--- src/rtl/q1_arb_if.sv ---
// q1_arb_if: requester and datapath signal bundle for q1_arb.
//
// Requester side (per requester n = 0, 1):
//   reqn   request, held high until gntn
//   dinn   4-bit operand, dinn[0] -> b0 .. dinn[3] -> b3
//   seln   select bit, drives s
//   gntn   one-cycle pulse: request accepted, operand latched
//   donen  one-cycle pulse: result valid on res
// Datapath side:
//   dp_b   operand to datapath b3..b0
//   dp_s   select to datapath s
//   dp_a   result from datapath a3..a0
// Status:
//   res    captured result, held until the next capture
//   busy   arbiter is not idle
//
// Modport slave is the arbiter side; modport master is the requester/datapath side.
interface q1_arb_if;
    logic       req0;
    logic [3:0] din0;
    logic       sel0;
    logic       gnt0;
    logic       done0;
    logic       req1;
    logic [3:0] din1;
    logic       sel1;
    logic       gnt1;
    logic       done1;
    logic [3:0] dp_b;
    logic       dp_s;
    logic [3:0] dp_a;
    logic [3:0] res;
    logic       busy;

    modport slave (
        input  req0, din0, sel0, req1, din1, sel1, dp_a,
        output gnt0, done0, gnt1, done1, dp_b, dp_s, res, busy
    );

    modport master (
        output req0, din0, sel0, req1, din1, sel1, dp_a,
        input  gnt0, done0, gnt1, done1, dp_b, dp_s, res, busy
    );
endinterface

--- src/rtl/q1_arb.sv ---
// q1_arb: sequencer and two-way arbiter for the shared q1 4-bit datapath.
//
// Grants one requester at a time, drives its latched operand/select onto the
// datapath for SETTLE_CYCLES cycles, captures the datapath result into res and
// pulses done to the owning requester.
//
// Parameters:
//   SETTLE_CYCLES  cycles the operand is held before capture, legal 1..15
// Ports:
//   clk     system clock, rising edge
//   rst     asynchronous active-high reset
//   io_bus  q1_arb_if.slave: requester handshakes, datapath drive/return, res, busy
// Configuration macro:
//   Q1_ARB_FIXED_PRIO_EN  defined: requester 0 always wins a tie
//                         undefined: round-robin on ties (default)
module q1_arb #(
    parameter int unsigned SETTLE_CYCLES = 1
) (
    input  logic     clk,
    input  logic     rst,
    q1_arb_if.slave  io_bus
);

    localparam logic [3:0] CntLoad = 4'(SETTLE_CYCLES - 1);

    typedef enum logic [1:0] {StIdle, StDrive, StDone} state_e;

    state_e     r_state, w_state_nxt;
    logic [3:0] r_op, w_op_nxt;
    logic       r_sel, w_sel_nxt;
    logic [1:0] r_owner, w_owner_nxt;
    logic       r_last, w_last_nxt;
    logic [3:0] r_cnt, w_cnt_nxt;
    logic [3:0] r_res, w_res_nxt;
    logic       r_gnt0, w_gnt0_nxt;
    logic       r_gnt1, w_gnt1_nxt;
    logic       r_done0, w_done0_nxt;
    logic       r_done1, w_done1_nxt;
    logic       w_any_req;
    logic       w_pick1;

    assign w_any_req = io_bus.req0 | io_bus.req1;

`ifdef Q1_ARB_FIXED_PRIO_EN
    assign w_pick1 = io_bus.req1 & ~io_bus.req0;
`else
    // On a tie, requester 1 wins only if requester 0 was granted last.
    assign w_pick1 = io_bus.req1 & (~io_bus.req0 | ~r_last);
`endif

    always_comb begin
        w_state_nxt = r_state;
        w_op_nxt    = r_op;
        w_sel_nxt   = r_sel;
        w_owner_nxt = r_owner;
        w_last_nxt  = r_last;
        w_cnt_nxt   = r_cnt;
        w_res_nxt   = r_res;
        w_gnt0_nxt  = 1'b0;
        w_gnt1_nxt  = 1'b0;
        w_done0_nxt = 1'b0;
        w_done1_nxt = 1'b0;
        unique case (r_state)
            StIdle: begin
                if (w_any_req) begin
                    w_op_nxt    = w_pick1 ? io_bus.din1 : io_bus.din0;
                    w_sel_nxt   = w_pick1 ? io_bus.sel1 : io_bus.sel0;
                    w_owner_nxt = w_pick1 ? 2'b10 : 2'b01;
                    w_last_nxt  = w_pick1;
                    w_cnt_nxt   = CntLoad;
                    w_gnt0_nxt  = ~w_pick1;
                    w_gnt1_nxt  = w_pick1;
                    w_state_nxt = StDrive;
                end
            end
            StDrive: begin
                if (r_cnt == 4'd0) begin
                    w_res_nxt   = io_bus.dp_a;
                    w_done0_nxt = r_owner[0];
                    w_done1_nxt = r_owner[1];
                    w_state_nxt = StDone;
                end else begin
                    w_cnt_nxt = r_cnt - 4'd1;
                end
            end
            StDone: begin
                w_state_nxt = StIdle;
            end
            default: begin
                w_state_nxt = StIdle;
            end
        endcase
    end

    always_ff @(posedge clk or posedge rst) begin
        if (rst) begin
            r_state <= StIdle;
            r_op    <= 4'd0;
            r_sel   <= 1'b0;
            r_owner <= 2'b00;
            r_last  <= 1'b1;
            r_cnt   <= 4'd0;
            r_res   <= 4'd0;
            r_gnt0  <= 1'b0;
            r_gnt1  <= 1'b0;
            r_done0 <= 1'b0;
            r_done1 <= 1'b0;
        end else begin
            r_state <= w_state_nxt;
            r_op    <= w_op_nxt;
            r_sel   <= w_sel_nxt;
            r_owner <= w_owner_nxt;
            r_last  <= w_last_nxt;
            r_cnt   <= w_cnt_nxt;
            r_res   <= w_res_nxt;
            r_gnt0  <= w_gnt0_nxt;
            r_gnt1  <= w_gnt1_nxt;
            r_done0 <= w_done0_nxt;
            r_done1 <= w_done1_nxt;
        end
    end

    // Operand is visible on the datapath through DRIVE and DONE, zero when idle.
    assign io_bus.dp_b  = (r_state == StIdle) ? 4'd0 : r_op;
    assign io_bus.dp_s  = (r_state == StIdle) ? 1'b0 : r_sel;
    assign io_bus.busy  = (r_state != StIdle);
    assign io_bus.res   = r_res;
    assign io_bus.gnt0  = r_gnt0;
    assign io_bus.gnt1  = r_gnt1;
    assign io_bus.done0 = r_done0;
    assign io_bus.done1 = r_done1;

endmodule

--- src/flat_wrapper.sv ---
// flat-port wrapper written by rule: the top's interface ports become plain ports
module q1_arb_flat 
#(
    parameter int unsigned SETTLE_CYCLES = 1
)
  (clk, rst, io_bus_req0, io_bus_din0, io_bus_sel0, io_bus_req1, io_bus_din1, io_bus_sel1, io_bus_dp_a, io_bus_gnt0, io_bus_done0, io_bus_gnt1, io_bus_done1, io_bus_dp_b, io_bus_dp_s, io_bus_res, io_bus_busy);
  q1_arb_if io_bus_i ();
  input  logic clk;
  input  logic rst;
  input wire logic [$bits(io_bus_i.req0)-1:0] io_bus_req0;
  input wire logic [$bits(io_bus_i.din0)-1:0] io_bus_din0;
  input wire logic [$bits(io_bus_i.sel0)-1:0] io_bus_sel0;
  input wire logic [$bits(io_bus_i.req1)-1:0] io_bus_req1;
  input wire logic [$bits(io_bus_i.din1)-1:0] io_bus_din1;
  input wire logic [$bits(io_bus_i.sel1)-1:0] io_bus_sel1;
  input wire logic [$bits(io_bus_i.dp_a)-1:0] io_bus_dp_a;
  output wire logic [$bits(io_bus_i.gnt0)-1:0] io_bus_gnt0;
  output wire logic [$bits(io_bus_i.done0)-1:0] io_bus_done0;
  output wire logic [$bits(io_bus_i.gnt1)-1:0] io_bus_gnt1;
  output wire logic [$bits(io_bus_i.done1)-1:0] io_bus_done1;
  output wire logic [$bits(io_bus_i.dp_b)-1:0] io_bus_dp_b;
  output wire logic [$bits(io_bus_i.dp_s)-1:0] io_bus_dp_s;
  output wire logic [$bits(io_bus_i.res)-1:0] io_bus_res;
  output wire logic [$bits(io_bus_i.busy)-1:0] io_bus_busy;
  assign io_bus_i.req0 = io_bus_req0;
  assign io_bus_i.din0 = io_bus_din0;
  assign io_bus_i.sel0 = io_bus_sel0;
  assign io_bus_i.req1 = io_bus_req1;
  assign io_bus_i.din1 = io_bus_din1;
  assign io_bus_i.sel1 = io_bus_sel1;
  assign io_bus_i.dp_a = io_bus_dp_a;
  assign io_bus_gnt0 = io_bus_i.gnt0;
  assign io_bus_done0 = io_bus_i.done0;
  assign io_bus_gnt1 = io_bus_i.gnt1;
  assign io_bus_done1 = io_bus_i.done1;
  assign io_bus_dp_b = io_bus_i.dp_b;
  assign io_bus_dp_s = io_bus_i.dp_s;
  assign io_bus_res = io_bus_i.res;
  assign io_bus_busy = io_bus_i.busy;
  q1_arb #(.SETTLE_CYCLES(SETTLE_CYCLES)) u_core (.clk(clk), .rst(rst), .io_bus(io_bus_i));
endmodule
--- config.mk ---
export PLATFORM = sky130hd
export DESIGN_NAME = q1_arb_flat
export DESIGN_NICKNAME = d
export VERILOG_FILES = /design/src/rtl/q1_arb_if.sv /design/src/rtl/q1_arb.sv /design/src/flat_wrapper.sv
export SDC_FILE = /design/constraint.sdc
export NUM_CORES = 1
export LEC_CHECK = 0
export CAP_MARGIN = 5
export CORE_UTILIZATION = 40
export DETAILED_ROUTE_END_ITERATION = 8
export PLACE_DENSITY = 0.74
export SETUP_SLACK_MARGIN = 0.3
export SKIP_CTS_REPAIR_TIMING = 1
export SYNTH_ARGS = -nofsm -noshare
export SYNTH_HDL_FRONTEND = slang
export SYNTH_SLANG_ARGS = --single-unit
--- constraint.sdc ---
create_clock -name clk -period 2.2 [get_ports clk]
set_input_delay 0.44 -clock clk [delete_from_list [all_inputs] [get_ports clk]]
set_output_delay 0.44 -clock clk [all_outputs]
set_load 0.005 [all_outputs]
Word-level counts from Yosys, hierarchy flattened
Cells that the tools add are included.

Add/sub/neg operators: 1. Multiply operators: 0. Divide/modulo/power cells: 0. $lt $le $gt $ge: 0. Eq/ne operators: 4. Shifts and indexed selects: 0. Multiplexer cells: 19. Bitwise logic cells: 6. Reduce and logical (&&, ||, !) cells: 8.

Operators by type and width (count): $mux 4 (4); $mux 1 (10); $pmux 4 s2 (1); $mux 2 (3); $reduce_and 2->1 (3); $logic_not 4->1 (1); $ne 2x1->1 const B (2); $pmux 2 s2 (1); $reduce_bool 2->1 (2); $sub 4x1->4 const B (1); $not 1->1 (3); $reduce_and 3->1 (1); $eq 2x1->1 const B (1); $logic_not 2->1 (1); $ne 2x2->1 const B (1); $or 1x1->1 (2); $and 1x1->1 (1).

Bits in registers: 22. Bits in latches: 0. Memory bits (writable): 0. Memory bits (read-only): 0. Input port bits: 18. Word-level logic and storage cells: 49. Memories: 0.

Logic depth before layout (Yosys ltp)
Word-level depth: 6. Gate-level depth with buffers: 5. Gate-level depth less buffers: 5.

Least setup slack after synthesis
No wires, ideal clock.

Path kind: reg2reg. From: register u_core.r_cnt[0]. To: register u_core.r_res[0], in the netlist u_core.io_bus.res[0]. Library setup time: 125 ps. Arrival time: 1252 ps. Required time: 2075 ps. Path slack: 823 ps. Cell stages (with the launch flop): 6. Buffers on the path: 0. Period minus slack after synthesis: 1377 ps. Cell sequence: dfrtp_1 inv_1 ha_1 nand2b_1 nor3_4 mux2_2.

Longest elaborated chain between the ends: 2.

Ends and longest elaborated chain: start, declared (RTL line q1_arb.sv:33) `logic [3:0] r_cnt, w_cnt_nxt;`; start signal, assigned (RTL line q1_arb.sv:114) `r_cnt <= w_cnt_nxt;`; $logic_not 4->1 (RTL line q1_arb.sv:77) `if (r_cnt == 4'd0) begin`; $reduce_and 2->1 (no source line); end signal, assigned (RTL line q1_arb.sv:115) `r_res <= w_res_nxt;`; end, declared (RTL line q1_arb.sv:34) `logic [3:0] r_res, w_res_nxt;`.

No other way between the ends. A chain may end at the register's enable or synchronous reset.

Worst setup path after layout
From: register u_core.r_state[1]. To: output io_bus_dp_b[0].

Longest elaborated chain between the ends: 2.

Ends and longest elaborated chain: start, declared (RTL line q1_arb.sv:28) `state_e r_state, w_state_nxt;`; start signal, assigned (RTL line q1_arb.sv:97) `r_state <= StIdle;`; start signal, assigned (RTL line q1_arb.sv:109) `r_state <= w_state_nxt;`; $logic_not 2->1 (RTL line q1_arb.sv:124) `assign io_bus.dp_b = (r_state == StIdle) ? 4'd0 : r_op;`; $mux 4 (RTL line q1_arb.sv:124); end, declared (RTL line flat_wrapper.sv:21) `output wire logic [$bits(io_bus_i.dp_b)-1:0] io_bus_dp_b;`.

No other way between the ends.

==> impl_metrics.py <==
metrics = {
    "run_status": {
        "status": "finished, final reports clean",
    },
    "cells_and_area": {
        "final_nets": 155,
        "final_cells": 162,
        "layout_common_cells": "25 x clkdlybuf4s50_1, 20 x dfrtp_1, 11 x nand2_1",
        "drive_gt1_frac": 0.172,
        "final_common_cell": "clkdlybuf4s50_1",
        "syn_to_final_growth_pct": 43.8,
        "antenna_cells": 0,
        "fin_util": 0.628,
    },
    "worst_setup_path": {
        "r2r_cells": 4,
        "path_class": "register to output port",
        "cp-start-kind": "register",
        "cp_cell_sequence": "nor2_4 -> inv_4 -> and2_1 -> dlymetal6s2s_1",
        "crit_path_end_kind": "output port",
        "critPathMaxStageDelay_ns": 0.45,
        "critical_path_arrival_ns": 1.33,
        "slowest_stage": "dfrtp_1",
        "worstPathMaxFanout": 8,
        "cp.required_ns": 1.76,
    },
    "sta": {
        "tightest_slew_ns": 0.490,
        "max_freq_mhz": 565,
        "period_share": 0.804,
        "drv_slew": 0,
        "fin_crit_ns": 1.77,
        "setup_slack_ns": 0.431,
        "finalSetupViolations": 0,
        "fin_hold_ws_ns": 0.369,
        "rsz0062_at_grt": "false",
        "hold_viol_final": 0,
        "slew_headroom": 0.673,
        "skew_ns": 0.0109,
    },
    "floorplan": {
        "ios": 32,
        "die_w_um": 52.1,
        "core-area_mm2": 0.00230,
        "die-area_mm2": 0.00271,
        "initial_utilization": 0.437,
        "rows": 17,
        "fp.dieH_um": 52.1,
    },
    "clocking": {
        "clockRootBuffer": "clkbuf_4",
        "cts_buffers": 3,
        "cts.path.max_buffers": 2,
        "htreeDepth": 1,
        "path_clk_slew_ns": 0.12,
        "clkSinkCount": 22,
        "cts_tree": "done",
        "clk-insertion-delay-late_ns": 0.30,
    },
    "routing": {
        "drt-total-wl_mm": 2.15,
        "routed-via-count": 830,
        "first_iter_violations": 9,
        "dr.pass1.iters": 3,
        "drcViolationCount": 0,
        "viasPerCell": 5.12,
        "ant_nets": 0,
        "wl_per_cell_um": 13.3,
    },
    "power_and_ir_drop": {
        "p_per_area_mw_per_mm2": 1280,
        "p_leak_nw": 0.699,
        "finalPower_mw": 1.85,
        "ir_drop_uv": 630,
    },
    "logic_synthesis": {
        "yosysTopAreaCellShare": 0.524,
        "synth_seq_cells": 22,
        "synth_edf_count": 0,
        "synthesis.area_mm2": 0.00100,
        "syn_nets": 113,
        "yosysWarnings": 0,
        "async_flop_share": 1.00,
        "synthCells": 93,
        "synth_top_cell_by_area": "dfrtp_1",
        "synth_area_leaders": "dfrtp_1 52%, mux2_2 4.5%, nand2_1 4.1%, a21oi_1 3.5%, a31oi_1 3.1%",
        "yosysUniqueCellTypes": 32,
        "yosysSeqAreaShare": 0.550,
        "syn_area_per_cell_um2": 10.8,
        "synth_ff_type": "dfrtp_1",
    },
    "global_routing": {
        "grt_pass1_vias": 791,
        "grt-ovfl-total": 0,
        "antenna_found_initial": 0,
        "grt_max_degree": 16,
        "grt_usage": 0.181,
        "grt_pass1_wl_mm": 3.52,
    },
    "placement": {
        "dp.cells": 153,
        "io_buffer_count": 31,
        "place_congestion": 0.828,
        "hpwl_mm": 1.58,
        "post-place-ws_ns": 0.295,
    },
    "worst_hold_path": {
        "hp-class": "input port to asynchronous set/reset pin",
    },
    "run": {
        "cap_viol_max_count": 0,
    },
}
per-stage QoR:
step                      setup TNS (ns)  instance area, µm²
after floorplan                        0                1000
after global placement                 0                1360
after detailed placement               0                1360
after CTS                         -0.290                1390
after global routing                   0                1440
final                                  0                1440
sequential cells by signal, indices dropped and copies added, names as in the netlist:
name / cells
u_core.r_owner: 2
u_core.io_bus.gnt1: 1
u_core.io_bus.done0: 1
u_core.r_op: 4
u_core.io_bus.res: 4
u_core.r_last: 1
u_core.r_state: 2
u_core.io_bus.done1: 1
u_core.r_sel: 1
u_core.io_bus.gnt0: 1
u_core.r_cnt: 4
report_power, final:
group          switching (mW)  internal [mW]
Sequential              0.111          0.594
Combinational           0.414          0.545
Clock                   0.116         0.0706
Total                   0.641           1.21
Yosys cell counts, types with 2 or more instances:
cell,instances
dfrtp_1,21
nand2_1,11
a21oi_1,7
a31oi_1,5
and2_1,5
inv_1,5
nor2_1,5
mux2_2,4
o21ai_0,3
a21o_1,2
and3_1,2
ha_1,2
or3_1,2
final timing paths:
check | from | endpoint | slack [ns]
max | u_core.r_state[1] | io_bus_dp_b[0] | 0.43
max reg2reg | u_core.r_state[1] | u_core.io_bus.res[2] | 0.61
min | rst | u_core.r_op[0] | 0.37
min in group clk | u_core.r_owner[1] | u_core.r_owner[1] | 0.49
min reg2reg | u_core.r_owner[1] | u_core.r_owner[1] | 0.49
max in group asynchronous | rst | u_core.r_last | 1.25
layer usage:
layer / track usage / share of wire
met1: 0.219 / 0.45
met2: 0.308 / 0.52
met3: 0.0526 / 0.031
met5: 0 / 0
met4: 0.0541 / 0
cell families (layout without fill, tap and decap cells):
kind of cell / count (synthesis) / in the layout / share of synthesized area
AND/OR/NAND/NOR: 36 / 36 / 0.209
AO/OA/AOI/OAI: 22 / 22 / 0.138
adder cells (fa/ha/maj): 2 / 2 / 0.0249
multiplexers: 5 / 5 / 0.0549
flip-flops: 22 / 22 / 0.550
buffers and inverters: 6 / 47 / 0.0224
worst max-delay path, delay by kind of cell (launching register included):
kind,cells,cell delay [ns]
simple gates,2,0.35
buf+inv,2,0.22
flops,1,0.45
layout make-up:
type	count	area (µm²)
Clock buffer	4	26.3
Fill cell	201	855
Inverter	5	21.3
Multi-Input combinational cell	65	429
Sequential cell	22	553
Tap cell	28	35.0
Timing Repair Buffer	38	378
Power figures use the tool's default switching activity.
